$ cat src/rtl/vc_dest_arbiter_pkg.sv
// Shared types and constants for the VC-to-destination weighted round-robin arbiter.
package vc_dest_arbiter_pkg;

    localparam int DATA_W_DEF   = 6;
    localparam int WEIGHT_W_DEF = 4;
    localparam int DEST_BIT_DEF = DATA_W_DEF - 2;

    typedef enum logic {
        TURN_VC0 = 1'b0,
        TURN_VC1 = 1'b1
    } turn_e;

    // Destination-select bit position for a given word width.
    function automatic int dest_bit(input int dw);
        return dw - 2;
    endfunction

endpackage

$ cat src/rtl/vc_dest_arbiter_if.sv
// Handshake bundle between the arbiter (master) and the VC/destination FIFOs plus control (slave).
interface vc_dest_arbiter_if #(
    parameter int data_width   = 6,
    parameter int weight_width = 4
);
    logic                    enable;
    logic [weight_width-1:0] weight_vc0;
    logic [weight_width-1:0] weight_vc1;
    logic                    vc0_empty;
    logic                    vc1_empty;
    logic [data_width-1:0]   vc0_data;
    logic [data_width-1:0]   vc1_data;
    logic                    vc0_pop;
    logic                    vc1_pop;
    logic                    d0_almost_full;
    logic                    d1_almost_full;
    logic                    d0_push;
    logic                    d1_push;
    logic [data_width-1:0]   data_out;
    logic                    grant_vc;
    logic                    active;
    logic                    idle;

    modport master (
        input  enable, weight_vc0, weight_vc1,
        input  vc0_empty, vc1_empty, vc0_data, vc1_data,
        input  d0_almost_full, d1_almost_full,
        output vc0_pop, vc1_pop, d0_push, d1_push, data_out,
        output grant_vc, active, idle
    );

    modport slave (
        output enable, weight_vc0, weight_vc1,
        output vc0_empty, vc1_empty, vc0_data, vc1_data,
        output d0_almost_full, d1_almost_full,
        input  vc0_pop, vc1_pop, d0_push, d1_push, data_out,
        input  grant_vc, active, idle
    );
endinterface

$ cat src/rtl/vc_dest_arbiter_wrr_credit_counter.sv
// Per-turn grant credit: counts grants in the current turn and tells the FSM when to flip turns.
module wrr_credit_counter #(
    parameter int weight_width = 4
) (
    input  logic                    clk,
    input  logic                    reset,
    input  logic [weight_width-1:0] i_w_own,
    input  logic [weight_width-1:0] i_w_other,
    input  logic                    i_own_pop,
    input  logic                    i_other_pop,
    output logic                    o_switch
);

    logic [weight_width-1:0] r_credit;
    logic [weight_width-1:0] w_credit_nxt;
    logic [weight_width-1:0] w_eff_own;
    logic [weight_width-1:0] w_eff_other;
    logic [weight_width:0]   w_credit_inc;
    logic                    w_turn_done;

    assign w_eff_own    = (i_w_own == '0)   ? weight_width'(1) : i_w_own;
    assign w_eff_other  = (i_w_other == '0) ? weight_width'(1) : i_w_other;
    assign w_credit_inc = {1'b0, r_credit} + (weight_width+1)'(1);
    // >= rather than == so a weight shrunk at re-latch can never strand the counter
    assign w_turn_done  = w_credit_inc >= {1'b0, w_eff_own};

    always_comb begin
        w_credit_nxt = r_credit;
        o_switch     = 1'b0;
        if (i_own_pop) begin
            if (w_turn_done) begin
                w_credit_nxt = '0;
                o_switch     = 1'b1;
            end else begin
                w_credit_nxt = w_credit_inc[weight_width-1:0];
            end
        end else if (i_other_pop) begin
            // A stolen grant counts as the first of the other VC's turn,
            // unless that single grant already exhausts its weight.
            if (w_eff_other == weight_width'(1)) begin
                w_credit_nxt = '0;
            end else begin
                w_credit_nxt = weight_width'(1);
                o_switch     = 1'b1;
            end
        end
    end

    always_ff @(posedge clk) begin
        if (reset) r_credit <= '0;
        else       r_credit <= w_credit_nxt;
    end

endmodule

$ cat src/rtl/vc_dest_arbiter.sv
// Weighted round-robin scheduler moving words from VC0/VC1 FIFOs into D0/D1 destination FIFOs.
module vc_dest_arbiter
    import vc_dest_arbiter_pkg::*;
#(
    parameter int data_width   = DATA_W_DEF,
    parameter int weight_width = WEIGHT_W_DEF
) (
    input  logic clk,
    input  logic reset,
    vc_dest_arbiter_if.master bus
);

    localparam int DB = dest_bit(data_width);

    turn_e                   r_state;
    turn_e                   w_state_nxt;
    logic [weight_width-1:0] r_w0;
    logic [weight_width-1:0] r_w1;
    logic                    r_d0_push;
    logic                    r_d1_push;
    logic                    r_idle;
    logic [data_width-1:0]   r_data;

    logic                    w_elig0;
    logic                    w_elig1;
    logic                    w_own_elig;
    logic                    w_other_elig;
    logic                    w_own_pop;
    logic                    w_other_pop;
    logic                    w_pop0;
    logic                    w_pop1;
    logic                    w_pop;
    logic                    w_switch;
    logic [data_width-1:0]   w_pop_word;
    logic [weight_width-1:0] w_w_own;
    logic [weight_width-1:0] w_w_other;

    // Head-of-line: a blocked destination stalls the whole VC.
    assign w_elig0 = bus.enable & ~bus.vc0_empty &
                     ~(bus.vc0_data[DB] ? bus.d1_almost_full : bus.d0_almost_full);
    assign w_elig1 = bus.enable & ~bus.vc1_empty &
                     ~(bus.vc1_data[DB] ? bus.d1_almost_full : bus.d0_almost_full);

    assign w_own_elig   = (r_state == TURN_VC0) ? w_elig0 : w_elig1;
    assign w_other_elig = (r_state == TURN_VC0) ? w_elig1 : w_elig0;
    assign w_own_pop    = ~reset & w_own_elig;
    assign w_other_pop  = ~reset & ~w_own_elig & w_other_elig;

    assign w_pop0     = (r_state == TURN_VC0) ? w_own_pop : w_other_pop;
    assign w_pop1     = (r_state == TURN_VC0) ? w_other_pop : w_own_pop;
    assign w_pop      = w_pop0 | w_pop1;
    assign w_pop_word = w_pop0 ? bus.vc0_data : bus.vc1_data;

    assign w_w_own   = (r_state == TURN_VC0) ? r_w0 : r_w1;
    assign w_w_other = (r_state == TURN_VC0) ? r_w1 : r_w0;

    wrr_credit_counter #(.weight_width(weight_width)) u_credit (
        .clk        (clk),
        .reset      (reset),
        .i_w_own    (w_w_own),
        .i_w_other  (w_w_other),
        .i_own_pop  (w_own_pop),
        .i_other_pop(w_other_pop),
        .o_switch   (w_switch)
    );

    always_ff @(posedge clk) begin
        if (reset) r_state <= TURN_VC0;
        else       r_state <= w_state_nxt;
    end

    always_comb begin
        w_state_nxt = r_state;
        if (w_switch) w_state_nxt = (r_state == TURN_VC0) ? TURN_VC1 : TURN_VC0;
    end

    always_ff @(posedge clk) begin
        if (reset) begin
            r_d0_push <= 1'b0;
            r_d1_push <= 1'b0;
            r_data    <= '0;
            r_idle    <= 1'b0;
            r_w0      <= bus.weight_vc0;
            r_w1      <= bus.weight_vc1;
        end else begin
            r_d0_push <= w_pop & ~w_pop_word[DB];
            r_d1_push <= w_pop &  w_pop_word[DB];
            if (w_pop) r_data <= w_pop_word;
            r_idle <= bus.vc0_empty & bus.vc1_empty & ~w_pop & bus.enable;
            // Weights only move while quiescent so a burst keeps a stable schedule.
            if (r_idle) begin
                r_w0 <= bus.weight_vc0;
                r_w1 <= bus.weight_vc1;
            end
        end
    end

    assign bus.vc0_pop  = w_pop0;
    assign bus.vc1_pop  = w_pop1;
    assign bus.d0_push  = r_d0_push;
    assign bus.d1_push  = r_d1_push;
    assign bus.data_out = r_data;
    assign bus.grant_vc = (r_state == TURN_VC1);
    assign bus.active   = w_pop | r_d0_push | r_d1_push;
    assign bus.idle     = r_idle;

endmodule

$ cat src/flat_wrapper.sv
// flat-port wrapper written by rule: the top's interface ports become plain ports
module vc_dest_arbiter_flat import vc_dest_arbiter_pkg::*;
#(
    parameter int data_width   = DATA_W_DEF,
    parameter int weight_width = WEIGHT_W_DEF
)
  (clk, reset, bus_enable, bus_weight_vc0, bus_weight_vc1, bus_vc0_empty, bus_vc1_empty, bus_vc0_data, bus_vc1_data, bus_d0_almost_full, bus_d1_almost_full, bus_vc0_pop, bus_vc1_pop, bus_d0_push, bus_d1_push, bus_data_out, bus_grant_vc, bus_active, bus_idle);
  vc_dest_arbiter_if #(.data_width(data_width), .weight_width(weight_width)) bus_i ();
  input  logic clk;
  input  logic reset;
  input wire logic [$bits(bus_i.enable)-1:0] bus_enable;
  input wire logic [$bits(bus_i.weight_vc0)-1:0] bus_weight_vc0;
  input wire logic [$bits(bus_i.weight_vc1)-1:0] bus_weight_vc1;
  input wire logic [$bits(bus_i.vc0_empty)-1:0] bus_vc0_empty;
  input wire logic [$bits(bus_i.vc1_empty)-1:0] bus_vc1_empty;
  input wire logic [$bits(bus_i.vc0_data)-1:0] bus_vc0_data;
  input wire logic [$bits(bus_i.vc1_data)-1:0] bus_vc1_data;
  input wire logic [$bits(bus_i.d0_almost_full)-1:0] bus_d0_almost_full;
  input wire logic [$bits(bus_i.d1_almost_full)-1:0] bus_d1_almost_full;
  output wire logic [$bits(bus_i.vc0_pop)-1:0] bus_vc0_pop;
  output wire logic [$bits(bus_i.vc1_pop)-1:0] bus_vc1_pop;
  output wire logic [$bits(bus_i.d0_push)-1:0] bus_d0_push;
  output wire logic [$bits(bus_i.d1_push)-1:0] bus_d1_push;
  output wire logic [$bits(bus_i.data_out)-1:0] bus_data_out;
  output wire logic [$bits(bus_i.grant_vc)-1:0] bus_grant_vc;
  output wire logic [$bits(bus_i.active)-1:0] bus_active;
  output wire logic [$bits(bus_i.idle)-1:0] bus_idle;
  assign bus_i.enable = bus_enable;
  assign bus_i.weight_vc0 = bus_weight_vc0;
  assign bus_i.weight_vc1 = bus_weight_vc1;
  assign bus_i.vc0_empty = bus_vc0_empty;
  assign bus_i.vc1_empty = bus_vc1_empty;
  assign bus_i.vc0_data = bus_vc0_data;
  assign bus_i.vc1_data = bus_vc1_data;
  assign bus_i.d0_almost_full = bus_d0_almost_full;
  assign bus_i.d1_almost_full = bus_d1_almost_full;
  assign bus_vc0_pop = bus_i.vc0_pop;
  assign bus_vc1_pop = bus_i.vc1_pop;
  assign bus_d0_push = bus_i.d0_push;
  assign bus_d1_push = bus_i.d1_push;
  assign bus_data_out = bus_i.data_out;
  assign bus_grant_vc = bus_i.grant_vc;
  assign bus_active = bus_i.active;
  assign bus_idle = bus_i.idle;
  vc_dest_arbiter #(.data_width(data_width), .weight_width(weight_width)) u_core (.clk(clk), .reset(reset), .bus(bus_i));
endmodule
$ cat config.mk
export PLATFORM = sky130hd
export DESIGN_NAME = vc_dest_arbiter_flat
export DESIGN_NICKNAME = d
export VERILOG_FILES = /design/src/rtl/vc_dest_arbiter_pkg.sv /design/src/rtl/vc_dest_arbiter_if.sv /design/src/rtl/vc_dest_arbiter_wrr_credit_counter.sv /design/src/rtl/vc_dest_arbiter.sv /design/src/flat_wrapper.sv
export SDC_FILE = /design/constraint.sdc
export NUM_CORES = 1
export LEC_CHECK = 0
export ABC_AREA = 1
export ABC_CLOCK_PERIOD_IN_PS = 1900
export CAP_MARGIN = 20
export CELL_PAD_IN_SITES_DETAIL_PLACEMENT = 1
export CELL_PAD_IN_SITES_GLOBAL_PLACEMENT = 1
export CORE_ASPECT_RATIO = 0.6
export CORE_MARGIN = 1
export CORE_UTILIZATION = 39
export CTS_CLUSTER_SIZE = 8
export DETAILED_ROUTE_END_ITERATION = 10
export DONT_BUFFER_PORTS = 1
export GPL_TIMING_DRIVEN = 0
export PLACE_DENSITY_LB_ADDON = 0.1
export RECOVER_POWER = 50
export SYNTH_ARGS = -nofsm -noshare
export SYNTH_HDL_FRONTEND = slang
export SYNTH_SLANG_ARGS = --single-unit
$ cat constraint.sdc
create_clock -name clk -period 1.9 [get_ports clk]
set_clock_uncertainty 0.05 [all_clocks]
set_input_delay 0.285 -clock clk [delete_from_list [all_inputs] [get_ports clk]]
set_output_delay 0.285 -clock clk [all_outputs]
set_load 0.02 [all_outputs]
After elaboration in Yosys (flattened, before gate mapping)
Index checks and enable logic that the tools add are counted.

word-level totals
  register bits = 22
  input bits = 27
  output and inout bits = 13

operators by class
  add/subtract/negate cells = 1
  $lt $le $gt $ge = 1
  equality and inequality tests = 1
  muxes and demuxes = 24
  bitwise gates (word level) = 23
  reductions and logical operators = 4

operators by type and width
  cell                                                              number
  4-bit two-way mux                                                 11
  1-bit AND                                                         12
  1-bit two-way mux                                                 12
  4-bit zero test                                                   2
  1-bit NOT                                                         8
  6-bit two-way mux                                                 1
  4-bit by 1-bit adder with 5-bit output (second input constant)    1
  5-bit by 4-bit >= comparator with 1-bit output                    1
  4-bit by 1-bit == test with 1-bit output (second input constant)  1
  2-bit nonzero test                                                2
  1-bit OR                                                          3

Logic depth before layout (Yosys ltp)
Gate-level depths: netlist of the first run.

  depth after elaboration = 12
  mapped depth = 14
  mapped depth without buffers = 14

Hierarchy
Synthesis of the first run repeated with hierarchy kept, for this count alone.

unflattened totals
  cell total of the unflattened synthesis = 174
  area total of the unflattened synthesis = 1322.5 µm²

by module, submodules not included
  module              times used  cells each  area each (µm²)  sequential area each (µm²)
  vc_dest_arbiter     1           116         953.4            440.4
  wrr_credit_counter  1           58          369.1            80.1

Least setup slack after synthesis of the first run
OpenSTA, ideal clock, no wires.

  path kind = reg-to-reg
  start point = reg u_core.r_state, in the netlist u_core.bus.grant_vc
  end point = reg u_core.r_state, in the netlist u_core.bus.grant_vc
  library setup time = 0.115 ns
  arrival time = 1.814 ns
  data required time = 1.735 ns
  setup slack = -0.079 ns
  stages on the path, launching flop included = 14
  clock period less this slack = 1.979 ns
  cell sequence = dfxtp_1 -> buf_2 -> mux2i_1 -> nand3_1 -> o21ai_0 -> ha_1 -> nand2_1 -> nor2_1 -> nand2_1 -> nand4_1 -> nand2_2 -> nand3_2 -> nand2_1 -> nor2_1

on the way
  longest elaborated chain between the ends = 7
  elaborated cells on any way between the ends = 19
  classes of those cells = order compare (1); eq/ne (1); mux (11); bitwise (4); reduce/logical (2)

RTL lines
  element                                                                                 RTL line               text
  from (decl)                                                                             vc_dest_arbiter.sv:15  turn_e r_state;
  from (signal assigned)                                                                  vc_dest_arbiter.sv:69  else r_state <= w_state_nxt;
  branches (longest 7 deep; another with 5-bit by 4-bit >= comparator with 1-bit output)  -

Several ways; the timed one is not identified.
A chain may end at the register's enable or synchronous reset.

Final worst setup path of the first run
Same ends and word-level chain as after synthesis.

==> metrics.txt, run 1 <==
largest family of logic cells by synthesized area simple AND/OR/NAND/NOR gates; Final Max Tran Viols 0; Die Wd ~73 µm; failing checks setup timing; Seq pwr share ~45%; Max IR drop VDD between 0.0003 and 0.0004 V; Post-Synth Simple-Gate Area around a third; Comb pwr share around a fifth; gr ovfl total 0; Fin. Hold Viols 0; Clock Power Share between 30% and 40%; first-pass GRT wire length 4.17 mm; Post-Syn Nets between 150 and 200; HP Class in -> reg; H-tree levels 1; fill count 353; xor/xnor share of the synthesized area 1.47%; Setup CP Type reg -> reg; Worst setup EP type flip-flop; Worst Path Required ~2.0 ns; clock root buffer clkbuf_8; Seq cells post-synth 22; EDFF count, synth 8; critical-path maximum fanout 8; PD cells 892 nW/µm²; layout cells sized above 1 between 20 and 30%; Tmin final around 1.9 ns; pre-CTS WS -0.293 ns; Largest stage delay, worst path slightly below 0.4 ns; full die area between 3000 and 4000 µm²; initial antenna violation count 0; Ys Warns 0; CTS clock-pin slew for the worst setup and hold paths approximately 0.080 ns; # clock sinks 22; utilization after layout 49.0%; r2r worst-path depth 14; switching pwr roughly 0.00035 W; Synth Cell Area between 1000 and 1500 µm²; Int Pwr about 0.0009 W; routed length per instance 13.1 µm; leakage dissipation slightly above 0.6 nW; Compound-Gate Fraction of Synth Area 9.63%; Clock Latency Late Sink about 0.26 ns; Buffers on Ports 0; setup TNS -0.111 ns; Post-DP HPWL 2.00 mm; mux cell area share after synthesis less than 1%; drt total wl 2.56 mm; Sequential cell area approximately 530 µm²; io pins 40; share of flip-flops with an asynchronous set or reset 0%; Final WS setup -0.0453 ns; Starting Density around 41%; First-pass DRT Iterations 4; Yosys cell types 28; Worst EP arrival roughly 2.1 ns; footprint of the multi-input gates ~650 µm²; DR vias/cell 4.90; Finish-stage setup viols 4; GPL Wtd Cong between 0.6 and 0.7; Worst R2R Setup Slack -0.05 ns; # rows 15; Clock Tree Buf Depth 2; hold slack approximately 0.064 ns; TritonCTS clock tree done; relative slew slack approximately 56%; synthesized netlist cell count about 150; Routed Antenna Nets 0; Critical Path, Cell by Cell buf_8, mux2i_4, nand3_2, o21ai_2, ha_1, nand2_1, nor2_1, nand2_1, nand4_1, buf_6, nand2_4, nand3_2, nand2_1, nor2_1; fmax approximately 510 MHz; sw frac between 20% and 30%; number of global-route vias before repair 950; outcome finished with violations; Ant. Diodes 0; Slew @ Worst Pin 0.655 ns; slowest CP cell dfxtp_4; Total Nets Final between 150 and 200; CP Launch Type flip-flop; hold depth 0; Final Cycle Share 102%; sequential share of the synthesized area 43.6%; Die Ht about 45 µm; largest net degree at the start of global routing 14; DRT iter0 DRCs 13; DR vias approximately 960; Num CTS Buffers 3; unrepaired setup endpoints after global routing true; max_cap viols 0; Post-Synth Adder-Cell Area 5.24%; DRC 0; Layout area overhead 18.4%; Most Frequent Cell on Critical Path nand2_1; Primary FF master, synth dfxtp_1; Core Box Area 2890 µm²; GRT Overall Usage approximately 17%; syn avg cell area 8.24 µm²
==> path summary, 6_finish.rpt <==
path,startpoint,endpoint
max,u_core.bus.grant_vc$_SDFFE_PP0P_,u_core.bus.grant_vc$_SDFFE_PP0P_
min,bus_weight_vc0[1],u_core.r_w0[1]$_DFFE_PP_
max reg2reg,u_core.bus.grant_vc$_SDFFE_PP0P_,u_core.bus.grant_vc$_SDFFE_PP0P_
min reg2reg,u_core.u_credit.r_credit[1]$_SDFFE_PP0P_,u_core.u_credit.r_credit[1]$_SDFFE_PP0P_
==> timing repair <==
item | 4_1_cts | 5_1_grt
pin swaps | 3 | 3
hold buffers | 0 | 0
resized for setup | 12 | 7
endpoints found under the setup margin | 5 | 5
buffers inserted | 2 | 2
==> power by group through the flow <==
| stage | combinational [W] | sequential, W | clock, W |
|---|---|---|---|
| detailed placement | 0.000204 | 0.000568 | 0 |
| CTS | 0.000240 | 0.000560 | 0.000444 |
| global route | 0.000301 | 0.000565 | 0.000466 |
| floorplan | 0.000163 | 0.000562 | 0 |
| global placement | 0.000196 | 0.000568 | 0 |
| finish | 0.000269 | 0.000561 | 0.000432 |
==> layout make-up <==
cell class	count	share of cell area, %
clock buffer	3	2.92
clock inverter	1	2.12
timing repair buffer	4	2.39
sequential	22	37.1
buffer	2	1.41
inverter	17	4.51
multi-input combinational	104	45.8
tap	42	3.71
==> sequential cells by signal (all words and copies together), names as in the netlist <==
register                  flops
u_core.bus.d0_push            1
u_core.bus.d1_push            1
u_core.bus.data_out           6
u_core.bus.grant_vc           1
u_core.bus.idle               1
u_core.r_w0                   4
u_core.r_w1                   4
u_core.u_credit.r_credit      4
==> logic make-up (layout without fill, tap and decap cells) <==
logic type,count (synthesis),after routing
simple gates,77,77
flops,22,22
compound gates,19,19
mux,1,1
xor+xnor,2,2
buf+inv,19,27
fa+ha+maj,5,5
==> synth_stat cells (2+ instances only) <==
master | number | area, µm²
nor2_4 | 4 | 45.0
buf_2 | 2 | 10.0
nand2_1 | 41 | 154
o21ai_0 | 8 | 40.0
o21ai_1 | 6 | 30.0
nand3_2 | 2 | 20.0
nor2_2 | 2 | 12.5
nor2_1 | 12 | 45.0
nand4_1 | 2 | 12.5
ha_1 | 5 | 62.6
o211ai_1 | 2 | 15.0
inv_2 | 4 | 15.0
edfxtp_1 | 8 | 240
inv_1 | 13 | 48.8
nand3_4 | 2 | 35.0
nand2_2 | 2 | 12.5
dfxtp_1 | 14 | 280
nand3_1 | 6 | 30.0
==> placed cells by master, fill, tap and decap left out, drive strengths merged <==
cell type	n
o211ai	2
nand2	44
a21oi	2
ha	5
buf	6
clkbuf	3
nor2	18
dfxtp	14
inv	17
xor2	1
or2	2
nor3	1
o21ai	15
bufinv	1
edfxtp	8
mux2i	1
nand3	10
nand4	2
xnor2	1
==> per-layer routing <==
metal	vias up	track usage (%)	part of all wire, %
li1	487	-	-
met1	438	22.3	49
met2	29	28.6	45
met3	2	5.13	5.4
met4	0	4.62	0.70
met5	-	0	0
==> metrics by stage <==
stage / cells / total power (W) / area [µm²]
finish: 195 / 0.00126 / 1420
global route: 195 / 0.00133 / 1420
CTS: 193 / 0.00124 / 1380
detailed placement: 187 / 0.000772 / 1250
global placement: 187 / 0.000764 / 1250
floorplan: 145 / 0.000726 / 1200
==> worst max-delay path: cells and delay by family, from the launching register on <==
family,cells,cell delay [ns]
simple gates,9,0.53
flops,1,0.39
buf+inv,2,0.30
mux,1,0.26
fa+ha+maj,1,0.24
compound gates,1,0.06
No activity file was read; power rests on OpenSTA's default activity.
==> run 2, diff against run 1 <==
ABC_CLOCK_PERIOD_IN_PS = 2300   (was 1900)
CORE_UTILIZATION = 45   (was 39)
HOLD_SLACK_MARGIN = 0.02   (was unset)
TNS_END_PERCENT = 100   (was unset)
clock period = 2.3 ns   (was 1.9 ns; I/O delays follow)
==> run 2 against run 1 <==
Effect of this change: final cell count shrank 7.2%; global-route usage grew 3.2 points; largest cell class unchanged; combinational power shrank 35%; fmax shrank 8.4%; the run now ends clean; die area shrank 13%; register-to-register slack gained 0.22 ns; non-clock buffer count shrank 4; flip-flop and latch count is the same; sequential share of layout area grew 2.9 points.
==> metrics.txt, run 2 (synthesis results as in run 1) <==
outcome finished clean; most frequent cells in the layout nand2_1, inv_1, dfxtp_1, nor2_1, edfxtp_1; Clock Latency Late Sink 0.26 ns (about the same); Layout area overhead 9.53%; Finish-stage setup viols 0 (-4); hold_buf cts 0 (unchanged); Total Nets Final 182 (-2.2%); routed length per instance 14.3 µm (+9.0%); full die area 2870 µm² (-13%); CP Launch Type flip-flop; GPL Wtd Cong 0.724 (+6.7%); Tmin final 2.12 ns (+0.178 ns); initial antenna violation count 0 (unchanged); Post-DP HPWL 2.15 mm (+7.7%); Finished Cell Area 1310 µm² (-7.5%); Most Frequent Cell on Critical Path nand2_1; post-CTS setup buffer count 0 (-2); DP Area 1230 µm² (-1.3%); setup TNS 0 ns (+0.111 ns); layout cells sized above 1 17.4% (-9.3 points); hold slack 0.121 ns (+0.0567 ns); most common cell after layout, fill and taps aside nand2_1; Final Max Tran Viols 0 (unchanged); Clock Tree Buf Depth 2 (unchanged); Die Wd 68.5 µm (-6.7%); DR vias 951 (-0.52%); Worst setup EP type flip-flop; PD cells 674 nW/µm² (-24%); clock root buffer clkbuf_8; Buffers on Ports 0 (unchanged); largest net degree at the start of global routing 13 (-1); DR vias/cell 5.25 (+7.2%); Final Cycle Share 92.3% (-10 points); Fin. Hold Viols 0 (unchanged); unrepaired setup endpoints after global routing false; # clock sinks 22 (unchanged); Ant. Diodes 0 (unchanged); Max IR drop VDD 0.000299 V (-13%); Slew @ Worst Pin 0.649 ns (-0.00669 ns); Worst Path Required 2.41 ns (+0.40 ns); fill count 306 (-13%); Pwr Total 0.000882 W (-30%); max reg flops 6 (unchanged); footprint of the multi-input gates 617 µm² (-4.8%); # rows 14 (-1); fin cells 181 (-7.2%); CTS clock-pin slew for the worst setup and hold paths 0.08 ns (about the same); HP Class in -> reg; gr ovfl total 0 (unchanged); io pins 40 (unchanged); fmax 471 MHz (-8.4%); Largest stage delay, worst path 0.38 ns (about the same); TritonCTS clock tree done; First-pass DRT Iterations 3 (-1); Routed Antenna Nets 0 (unchanged); DRT iter0 DRCs 26 (+13); drt total wl 2.59 mm (+1.2%); Num CTS Buffers 3 (unchanged); Sequential cell area 524 µm² (-0.24%); Die Ht 41.9 µm (-6.6%); number of global-route vias before repair 966 (+1.7%); Placed Instances 177 (-5.3%); max_cap viols 0 (unchanged); Starting Density 47.7% (+6.4 points); Core Box Area 2500 µm² (-13%); slowest CP cell dfxtp_4; GRT Overall Usage 20.5% (+3.2 points); critical-path maximum fanout 10 (+2); leakage dissipation 0.563 nW (-9.5%); Setup CP Type reg -> reg; first-pass GRT wire length 4.15 mm (-0.50%); relative slew slack 56.4% (+0.45 points); DRC 0 (unchanged); Critical Path, Cell by Cell buf_8, o21ai_1, nand3_1, o21ai_0, ha_1, nand2_1, nor2_1, nand2_1, nand4_1, nand2_2, nand3_2, nand2_1, nor2_1; H-tree levels 1 (unchanged); Worst EP arrival 2.23 ns (+0.18 ns)
==> run 2: repair_timing <==
item / CTS / global route
resized for setup: 3 / 7
endpoints found under the setup margin: 2 / 2
pin swaps: 0 / 2
==> run 2: final timing paths <==
kind | from | end | slack, ns | depth (start not counted)
setup reg to reg | u_core.bus.grant_vc$_SDFFE_PP0P_ | u_core.bus.grant_vc$_SDFFE_PP0P_ | 0.18 | 13
hold reg to reg | u_core.u_credit.r_credit[1]$_SDFFE_PP0P_ | u_core.u_credit.r_credit[1]$_SDFFE_PP0P_ | 0.44 | 2
setup / recovery | u_core.bus.grant_vc$_SDFFE_PP0P_ | u_core.bus.grant_vc$_SDFFE_PP0P_ | 0.18 | 13
hold / removal | bus_weight_vc1[3] | u_core.r_w1[3]$_DFFE_PP_ | 0.12 | 0
==> run 2: worst max-delay path, delay by kind of cell (launching register included) <==
kind	cells	cell delay (ns)
DFF	1	0.38
adders and majority gates	1	0.26
and+or+nand+nor	9	0.84
AOI/OAI and AO/OA	2	0.33
buffers and inverters	1	0.15
==> run 2: area by class of cell <==
cell class | count | area share, %
clock buffers | 3 | 3.15
plain buffers | 2 | 1.43
flip-flops and latches | 22 | 40.1
well taps | 32 | 3.06
clock inverters | 1 | 0.287
multi-input cells | 104 | 47.1
inverters | 17 | 4.88
==> run 2: metal layers <==
metal | vias up | wire [µm] | share of wire (%) | GRT usage, %
met4 | 0 | 37 | 1.4 | 7.08
li1 | 474 | - | - | -
met1 | 438 | 1170 | 45 | 23.9
met2 | 34 | 1210 | 46 | 33.9
met5 | - | 0 | 0 | 0
met3 | 5 | 179 | 6.9 | 7.69
==> run 2: power by group <==
part,internal [W],switching (W),total [W]
clock network,0.000119,0.000124,0.000244
logic,0.0000627,0.000112,0.000175
registers,0.000430,0.0000328,0.000463
total,0.000612,0.000269,0.000882
==> run 2: metrics by stage <==
stage / util (%) / setup WS, ns
finish: 52.2 / 0.177
global route: 52.2 / 0.00869
CTS: 51.2 / 0.0562
detailed placement: 49.3 / -0.0965
global placement: 49.3 / 0.0348
floorplan: - / 0.321
